File: src/rtl/inst_fetch_pkg.sv
// Shared pipeline definitions: reset PC, NOP encoding and the branch prediction record.
package inst_fetch_pkg;

    localparam logic [31:0] RESET_PC_DEFAULT = 32'h0000_0000;
    localparam logic [31:0] NOP_INST         = 32'h0000_0013;

    typedef struct packed {
        logic        pred_taken;
        logic [31:0] alt_addr;
    } pred_rec_t;

endpackage

File: src/rtl/inst_fetch_pred_queue.sv
// Synchronous FIFO of outstanding branch predictions, oldest record exposed at the head.
module pred_queue
    import inst_fetch_pkg::*;
#(
    parameter int DEPTH = 4
) (
    input  logic      clk,
    input  logic      rst,
    input  logic      push,
    input  logic      pop,
    input  logic      clear,
    input  pred_rec_t wr_data,
    output pred_rec_t head,
    output logic      full,
    output logic      empty
);

    localparam int PW = $clog2(DEPTH);
    localparam int CW = PW + 1;

    logic [PW-1:0] rd_ptr;
    logic [PW-1:0] wr_ptr;
    logic [CW-1:0] count;
    pred_rec_t     mem [DEPTH];
    logic          push_ok;
    logic          pop_ok;

    assign full    = (count == CW'(DEPTH));
    assign empty   = (count == '0);
    assign head    = mem[rd_ptr];
    assign push_ok = push && !full && !clear;
    assign pop_ok  = pop && !empty && !clear;

    // NOTE: sequential state uses non-blocking assignments so every flop samples pre-edge values.
    always_ff @(posedge clk) begin
        if (rst) begin
            rd_ptr <= '0;
            wr_ptr <= '0;
            count  <= '0;
        end else if (clear) begin
            rd_ptr <= wr_ptr;
            count  <= '0;
        end else begin
            if (push_ok) wr_ptr <= wr_ptr + PW'(1);
            if (pop_ok)  rd_ptr <= rd_ptr + PW'(1);
            case ({push_ok, pop_ok})
                2'b10:   count <= count + CW'(1);
                2'b01:   count <= count - CW'(1);
                default: count <= count;
            endcase
        end
    end

    // NOTE: storage has no reset; a slot is only read after a push has written it.
    always_ff @(posedge clk) begin
        if (push_ok) mem[wr_ptr] <= wr_data;
    end

endmodule

File: src/rtl/inst_fetch.sv
// Fetch stage: PC, IF/ID register and decode-time branch prediction with EX-time recovery.
module inst_fetch
    import inst_fetch_pkg::*;
#(
    parameter logic [31:0] RESET_PC = RESET_PC_DEFAULT,
    parameter int          RQ_DEPTH = 4
) (
    input  logic        clk,
    input  logic        rst,
    input  logic        stall_i,
    output logic [31:0] imem_addr,
    input  logic [31:0] imem_rdata,
    input  logic        id_jmp,
    input  logic        id_is_branch,
    input  logic [31:0] id_target,
    input  logic        ex_resolve,
    input  logic        ex_taken,
    output logic [31:0] if_inst_addr,
    output logic [31:0] if_inst,
    output logic        if_valid,
    output logic        flush_o,
    output logic        stall_req_o,
    output logic        pred_err_o
);

    logic [31:0] pc;
    logic [31:0] next_pc;
    pred_rec_t   head;
    pred_rec_t   new_rec;
    logic        q_full;
    logic        q_empty;
    logic        branch_in_id;
    logic        mispredict;
    logic        push;
    logic        pop;
    logic        hold;
    logic        redirect_id;

    assign imem_addr    = pc;
    assign branch_in_id = id_is_branch && if_valid;
    assign mispredict   = ex_resolve && !q_empty && (ex_taken != head.pred_taken);
    assign pop          = ex_resolve && !q_empty;
    assign stall_req_o  = q_full && branch_in_id;
    assign push         = branch_in_id && !stall_i && !q_full && !mispredict;
    assign hold         = stall_i || stall_req_o;
    assign redirect_id  = id_jmp && if_valid;

    // The record stores the path not taken, so recovery is a single PC load.
    assign new_rec.pred_taken = id_jmp;
    assign new_rec.alt_addr   = id_jmp ? (if_inst_addr + 32'd4) : id_target;

    pred_queue #(.DEPTH(RQ_DEPTH)) u_pred_queue (
        .clk     (clk),
        .rst     (rst),
        .push    (push),
        .pop     (pop),
        .clear   (mispredict),
        .wr_data (new_rec),
        .head    (head),
        .full    (q_full),
        .empty   (q_empty)
    );

    // NOTE: next_pc gets a default before any branch so no latch can be inferred.
    always_comb begin
        next_pc = pc + 32'd4;
        if (mispredict)       next_pc = head.alt_addr;
        else if (hold)        next_pc = pc;
        else if (redirect_id) next_pc = id_target;
    end

    always_ff @(posedge clk) begin
        if (rst) begin
            pc           <= RESET_PC;
            if_inst_addr <= '0;
            if_inst      <= NOP_INST;
            if_valid     <= 1'b0;
        end else begin
            pc <= next_pc;
            if (mispredict || (redirect_id && !hold)) begin
                if_valid <= 1'b0;
            end else if (!hold) begin
                if_inst_addr <= pc;
                if_inst      <= imem_rdata;
                if_valid     <= 1'b1;
            end
        end
    end

    always_ff @(posedge clk) begin
        if (rst) begin
            flush_o    <= 1'b0;
            pred_err_o <= 1'b0;
        end else begin
            flush_o    <= mispredict;
            pred_err_o <= pred_err_o || (ex_resolve && q_empty);
        end
    end

endmodule

File: config.mk
export PLATFORM = sky130hd
export DESIGN_NAME = inst_fetch
export DESIGN_NICKNAME = d
export VERILOG_FILES = /design/src/rtl/inst_fetch_pkg.sv /design/src/rtl/inst_fetch_pred_queue.sv /design/src/rtl/inst_fetch.sv
export SDC_FILE = /design/constraint.sdc
export NUM_CORES = 1
export LEC_CHECK = 0
export CORE_ASPECT_RATIO = 0.5
export CORE_MARGIN = 1.5
export CORE_UTILIZATION = 50
export CTS_CLUSTER_SIZE = 14
export DETAILED_ROUTE_END_ITERATION = 8
export PLACE_DENSITY_LB_ADDON = 0.12
export SYNTH_ARGS = -nofsm -noshare
export SYNTH_HDL_FRONTEND = slang
export SYNTH_SLANG_ARGS = --single-unit
File: constraint.sdc
create_clock -name clk -period 4.8 [get_ports clk]
set_clock_uncertainty 0.1 [all_clocks]
set_input_delay 0.96 -clock clk [delete_from_list [all_inputs] [get_ports clk]]
set_output_delay 0.96 -clock clk [all_outputs]
set_load 0.05 [all_outputs]
# Yosys cells after proc, flatten, opt, wreduce, memory -nomap -nowiden
# Memories as Yosys holds them, arrays and structs flattened. A register that Yosys moved wholly into a read port is not among the register bits.
# Cells that the tools add are included.
[op_classes]
multipliers = 0
n_mux = 11
bitwise = 3
n_eq_ne = 5
div = 0
reduce_logical = 29
shifts = 0
add_sub_neg = 6
magnitude_cmp = 0
[ops]
columns = ["op", "count"]
rows = [
  ["32-bit 2-to-1 mux", 4],
  ["32-bit by 3-bit adder with 32-bit output, second input constant", 2],
  ["1-bit logical AND", 14],
  ["2-bit 2-to-1 mux", 4],
  ["3-bit one-hot mux with 2 select lines", 1],
  ["1-bit zero test", 5],
  ["2-bit by 1-bit adder with 2-bit output, second input constant", 2],
  ["2-bit AND reduction", 2],
  ["2-bit nonzero test", 2],
  ["2-bit OR reduction", 2],
  ["3-bit by 1-bit adder with 3-bit output, second input constant", 1],
  ["3-bit equality test, second input constant", 1],
  ["3-bit zero test", 1],
  ["1-bit logical OR", 3],
  ["1-bit inverter", 3],
  ["3-bit by 1-bit subtractor with 3-bit output, second input constant", 1],
  ["2-bit by 1-bit equality test with 1-bit output, second input constant", 1],
  ["2-bit equality test, second input constant", 1],
  ["1-bit 2-to-1 mux", 2],
  ["2-bit inequality test, second input constant", 1],
  ["1-bit inequality test", 1],
]
[totals]
output_inout_bits = 100
rom_bits = 0
regBits = 106
elab_cells = 64
ramBits = 132
memories = 1
latch_bits = 0
inputBits = 71
[mem_list]
columns = ["name", "words", "width", "rd", "rd_clocked_by_memory_dff", "wr", "line", "source"]
rows = [
  ["u_pred_queue.mem", 4, 33, 1, 1, 1, "inst_fetch_pred_queue.sv:24", "pred_rec_t mem [DEPTH];"],
]

# Logic depth before layout (Yosys ltp)
[depth]
ltp_word = 10
mapped_depth = 14
mapped_depth_nobuf = 12

# Cells and area by module
# From an unflattened synthesis, not the netlist that was laid out.
[hier_totals]
hier_cells = 996
area_unflattened_um2 = 10895.4
[by_module_without_submodules]
columns = ["module", "area_per_inst_um2", "instances", "seq_area_each_um2", "cells_each"]
rows = [
  ["inst_fetch", 5595.4, 1, 1981.9, 766],
  ["pred_queue", 5300.1, 1, 4144.0, 230],
]

# Worst setup path before layout
# No wires, ideal clock.
[synth_timing]
kind = "in2reg"
from = "in ex_resolve"
to = "reg u_pred_queue.count[1]"
path_stages = 11
path_buffers = 2
setup_slack_ns = 1.788
t_arrival_ns = 2.847
required_ns = 4.636
setup_ns = 0.064
cell_sequence = "nand2b_1 > nor2_1 > clkbuf_1 > buf_1 > nor2_1 > ha_1 > inv_1 > fa_1 > nor2_1 > a21oi_1 > nor2_1"
[synth_via]
elab_chain_len = 8
word_cells_on_any_way = 13
cone_classes = "eq/ne (2); mux (1); reduce/logical (10)"
[synth_rtl]
columns = ["element", "line", "source"]
rows = [
  ["from (decl)", "inst_fetch.sv:16", "input logic ex_resolve,"],
  ["1-bit logical AND *", "inst_fetch.sv:41, inst_fetch.sv:42", ""],
  ["1-bit logical AND", "inst_fetch.sv:41", "assign mispredict = ex_resolve && !q_empty && (ex_taken != head.pred_taken);"],
  ["1-bit zero test", "inst_fetch_pred_queue.sv:31, inst_fetch_pred_queue.sv:32, inst_fetch.sv:44", ""],
  ["1-bit logical AND", "inst_fetch.sv:44", "assign push = branch_in_id && !stall_i && !q_full && !mispredict;"],
  ["1-bit logical AND (2 in series)", "inst_fetch_pred_queue.sv:31", "assign push_ok = push && !full && !clear;"],
  ["2-bit by 1-bit equality test with 1-bit output or 2-bit equality test (tied branches)", "inst_fetch_pred_queue.sv:46", "case ({push_ok, pop_ok})"],
  ["3-bit one-hot mux with 2 select lines or 2-bit nonzero test (tied branches)", "n/a", ""],
  ["to (signal assigned)", "inst_fetch_pred_queue.sv:47", "2'b10: count <= count + CW'(1);"],
  ["to (signal assigned)", "inst_fetch_pred_queue.sv:48", "2'b01: count <= count - CW'(1);"],
  ["to (signal assigned)", "inst_fetch_pred_queue.sv:49", "default: count <= count;"],
  ["to (decl)", "inst_fetch_pred_queue.sv:23", "logic [CW-1:0] count;"],
]
# Mark *: on every way between the ends. The rest lies on a longest branch, timed or not.
# A chain may end at the register's enable or synchronous reset.

# Final worst setup path
[layout_timing]
from = "in id_is_branch"
to = "out stall_req_o"
[layout_via]
elab_chain_len = 2
[layout_rtl]
columns = ["element", "line", "source"]
rows = [
  ["from (decl)", "inst_fetch.sv:14", "input logic id_is_branch,"],
  ["1-bit logical AND", "inst_fetch.sv:40", "assign branch_in_id = id_is_branch && if_valid;"],
  ["1-bit logical AND", "inst_fetch.sv:43", "assign stall_req_o = q_full && branch_in_id;"],
  ["to (decl)", "inst_fetch.sv:22", "output logic stall_req_o,"],
]
# Every way passes these cells.

==> run metrics <==
PortBufs=170; final hold vios=0; Reg clk slew, reported paths=0.06 ns; CP max FO=2; Die H=106 um; Buf/Inv on CP=2; Worst path depth=4; CP arrival=2.51 ns; routed length on met1=between 10000 and 15000 um; crit path cell chain=clkdlybuf4s50_1, nand2_1, nor2b_1, clkdlybuf4s50_1; Critical R2R Launch=if_inst_addr[2]; Worst Hold Class=register to register; vias in the first global route=7821; DRT antenna net count=0; RSZ-0062 raised after global routing=no; delay-heaviest family, CP=buffers and inverters; Placed Cells=~1400; Nets=around 1200; setup bufs post-CTS=0; global-route wire length before repair=43800 um; Slew Viols, Final=0; DRT iter0 DRCs=roughly 800; endpoint type of the worst setup path=primary output; main flop type after synthesis=edfxtp_1; FMAX=approximately 280 MHz; worst setup path end=stall_req_o; worst vdd ir=approximately 0.2 mV; R2R cell count=7; Fin Setup TNS=0 ns; cell mode on critical path=clkdlybuf4s50_1; Core ar.=20600 um^2; CTS tree=built; Total Power=4.94 mW; post-synthesis sequential area ratio=58.1%; pin count of the biggest net entering global routing=73; cts bufs inserted=22; Seq cells post-synth=between 200 and 250; most common cell after layout, fill and taps aside=clkdlybuf4s50_1; Routed WL=28400 um; Antenna Cells=0; routed wl met3=2440 um; vias=slightly above 8000; status=finished clean; DP HPWL=between 15000 and 20000 um; Leakage=about 4.3 nW; Longest Clk Path Bufs=3; die area=approximately 22000 um^2; Flop pwr share=47.9%; Synthesized Nets=~1100; Worst Max-Slew Pin Slew=about 0.96 ns; Avg Cell Area, Syn=around 11 um^2; Post-synth EDFFs=132; Req. time, crit path=3.74 ns; Mapped Cells=983; final setup fails=0; total congestion overflow=0; Root Buffer=clkbuf_16; CP peak stage delay=0.82 ns; Hold Buf Count CTS=0; via/cell ratio=slightly below 6; R2R Path End=u_pred_queue.mem[1][24]; commonest non-fill, non-tap cells in the layout=168 x clkdlybuf4s50_1, 163 x nand2_1, 132 x edfxtp_1; Max-Cap Viols=0; CTS HTree Levels=1; DR WL/cell=between 15 and 20 um; sw frac=28.3%; drt first pass iters=5; Initial Util=51.2%; area grow syn2layout=25.0%; antenna violations before repair=0; clock sinks=240; DRC=0; hold path depth=2; Setup crit start kind=primary input; Slew headroom=35.7%; combinational share of power=between 10% and 20%; PwrDens=between 300 and 400 nW/um^2; FFs w/ async S/R, synth=0%; Tmin final=3.57 ns; GR Util All Layers=25.7%; routability congestion estimate from global placement=around 0.8; WS Path Type=primary input to primary output; uppermost layer routed=met4; clock share of power=33.6%; Reg2Reg Setup Slack=1.71 ns; WL met2=12900 um; Distinct cells, synth=just under 60; Die X=about 210 um; # IOs=around 170; Finished Layout Cells=between 1000 and 1500; final worst path period share=74.3%; Int Power=3.54 mW; Rows=37; critical path's slowest cell=clkdlybuf4s50_1; share of layout cells above drive strength 1=a little under a tenth; CP startpoint=id_is_branch; clk_lat worst skew=0.51 ns; post-synthesis cell area=10500 um^2; net switching power=between 1 and 1.5 mW; cts repair resizes=0; yosys warns=0
## area by class of cell
class | instances | area [um^2]
repair buffers | 191 | 1850
fillers | 1704 | 7420
flip-flops and latches | 240 | 6130
well taps | 273 | 342
clock buffers | 36 | 654
multi-input cells | 667 | 4150
clock inverters | 4 | 20.0
inverters | 10 | 37.5
## cells by family (layout without fill, tap and decap cells)
kind of cell | after synthesis | count (layout) | synth area share [%]
AOI/OAI and AO/OA | 194 | 194 | 10.9
xor gates and xnor gates | 44 | 44 | 3.65
adders and majority gates | 8 | 8 | 1.02
buffers and inverters | 76 | 241 | 2.75
DFF | 240 | 240 | 58.1
muxes | 39 | 39 | 7.68
and+or+nand+nor | 382 | 382 | 15.9
## routing by layer
metal	vias to the layer above	GRT usage, %
met2	342	40.8
met5	-	0
met3	27	4.65
li1	3841	-
met1	4020	36.9
met4	0	6.10
## cells in the mapped netlist, types with 3 or more instances
master	instances	area (um^2)
a211o_1	5	43.8
a211oi_1	10	75.1
a21oi_1	123	616
a221oi_1	4	35.0
a311oi_1	4	35.0
a31oi_1	7	43.8
and2_1	7	43.8
and3_1	12	75.1
and4_1	4	35.0
buf_1	4	15.0
buf_2	4	20.0
clkbuf_1	58	218
dfxtp_1	108	2160
edfxtp_1	132	3960
ha_1	7	87.6
inv_1	10	37.5
mux2_2	5	56.3
mux4_2	33	743
nand2_1	164	616
nand3_1	22	110
nand4_1	10	62.6
nor2_1	115	432
nor3_1	22	110
nor4_1	7	43.8
o21ai_0	15	75.1
o221ai_1	3	26.3
o22ai_1	3	18.8
xnor2_1	20	175
xor2_1	24	210
## power groups by stage
| stage | clock, mW | combinational, mW | sequential, mW |
|---|---|---|---|
| 2_1_floorplan | 0 | 0.383 | 2.61 |
| 3_3_place_gp | 0 | 0.899 | 2.40 |
| 3_5_place_dp | 0 | 0.915 | 2.41 |
| 4_1_cts | 1.69 | 0.919 | 2.36 |
| 5_1_grt | 1.77 | 0.973 | 2.38 |
| 6_report | 1.66 | 0.915 | 2.36 |
## worst min path at each step
stage | startpoint | end | slack (ns)
final | if_inst[23] | if_inst[23] | 0.35
after global routing | if_inst[25] | if_inst[25] | 0.37
after CTS | if_inst[5] | if_inst[5] | 0.36
after detailed placement | if_inst[5] | if_inst[5] | 0.35
after global placement | if_inst[15] | if_inst[15] | 0.34
after floorplan | u_pred_queue.rd_ptr[1] | register | 0.36
## state kept, by name, indices dropped and copies added, names as in the netlist, named ones only
name                 cells
if_inst                 32
u_pred_queue.rd_ptr      2
u_pred_queue.wr_ptr      2
flush_o                  1
u_pred_queue.count       3
imem_addr               32
if_inst_addr            32
u_pred_queue.mem       132
if_valid                 1
pred_err_o               1
## metrics by stage
| stage | hold slack [ns] | utilization [%] | instance area (um^2) | worst slack (ns) |
|---|---|---|---|---|
| 6_report | 0.355 | 64.0 | 13200 | 1.23 |
| 5_1_grt | 0.375 | 64.0 | 13200 | 1.15 |
| 4_1_cts | 0.358 | 64.0 | 13200 | 1.23 |
| 3_5_place_dp | 0.349 | 60.7 | 12500 | 1.24 |
| 3_3_place_gp | 0.341 | 60.7 | 12500 | 1.24 |
| 2_1_floorplan | 0.362 | - | 10500 | 1.79 |
## worst reg2reg max path, cell delays in order, from the launching register on
cell     delay [ns]
dfxtp_1        0.43
ha_1           0.28
nand2_1        0.12
or2_2          0.39
nor4_1         0.83
nand2_1        0.15
xor2_1         0.19
a21oi_1        0.36
Power figures use the tool's default switching activity.
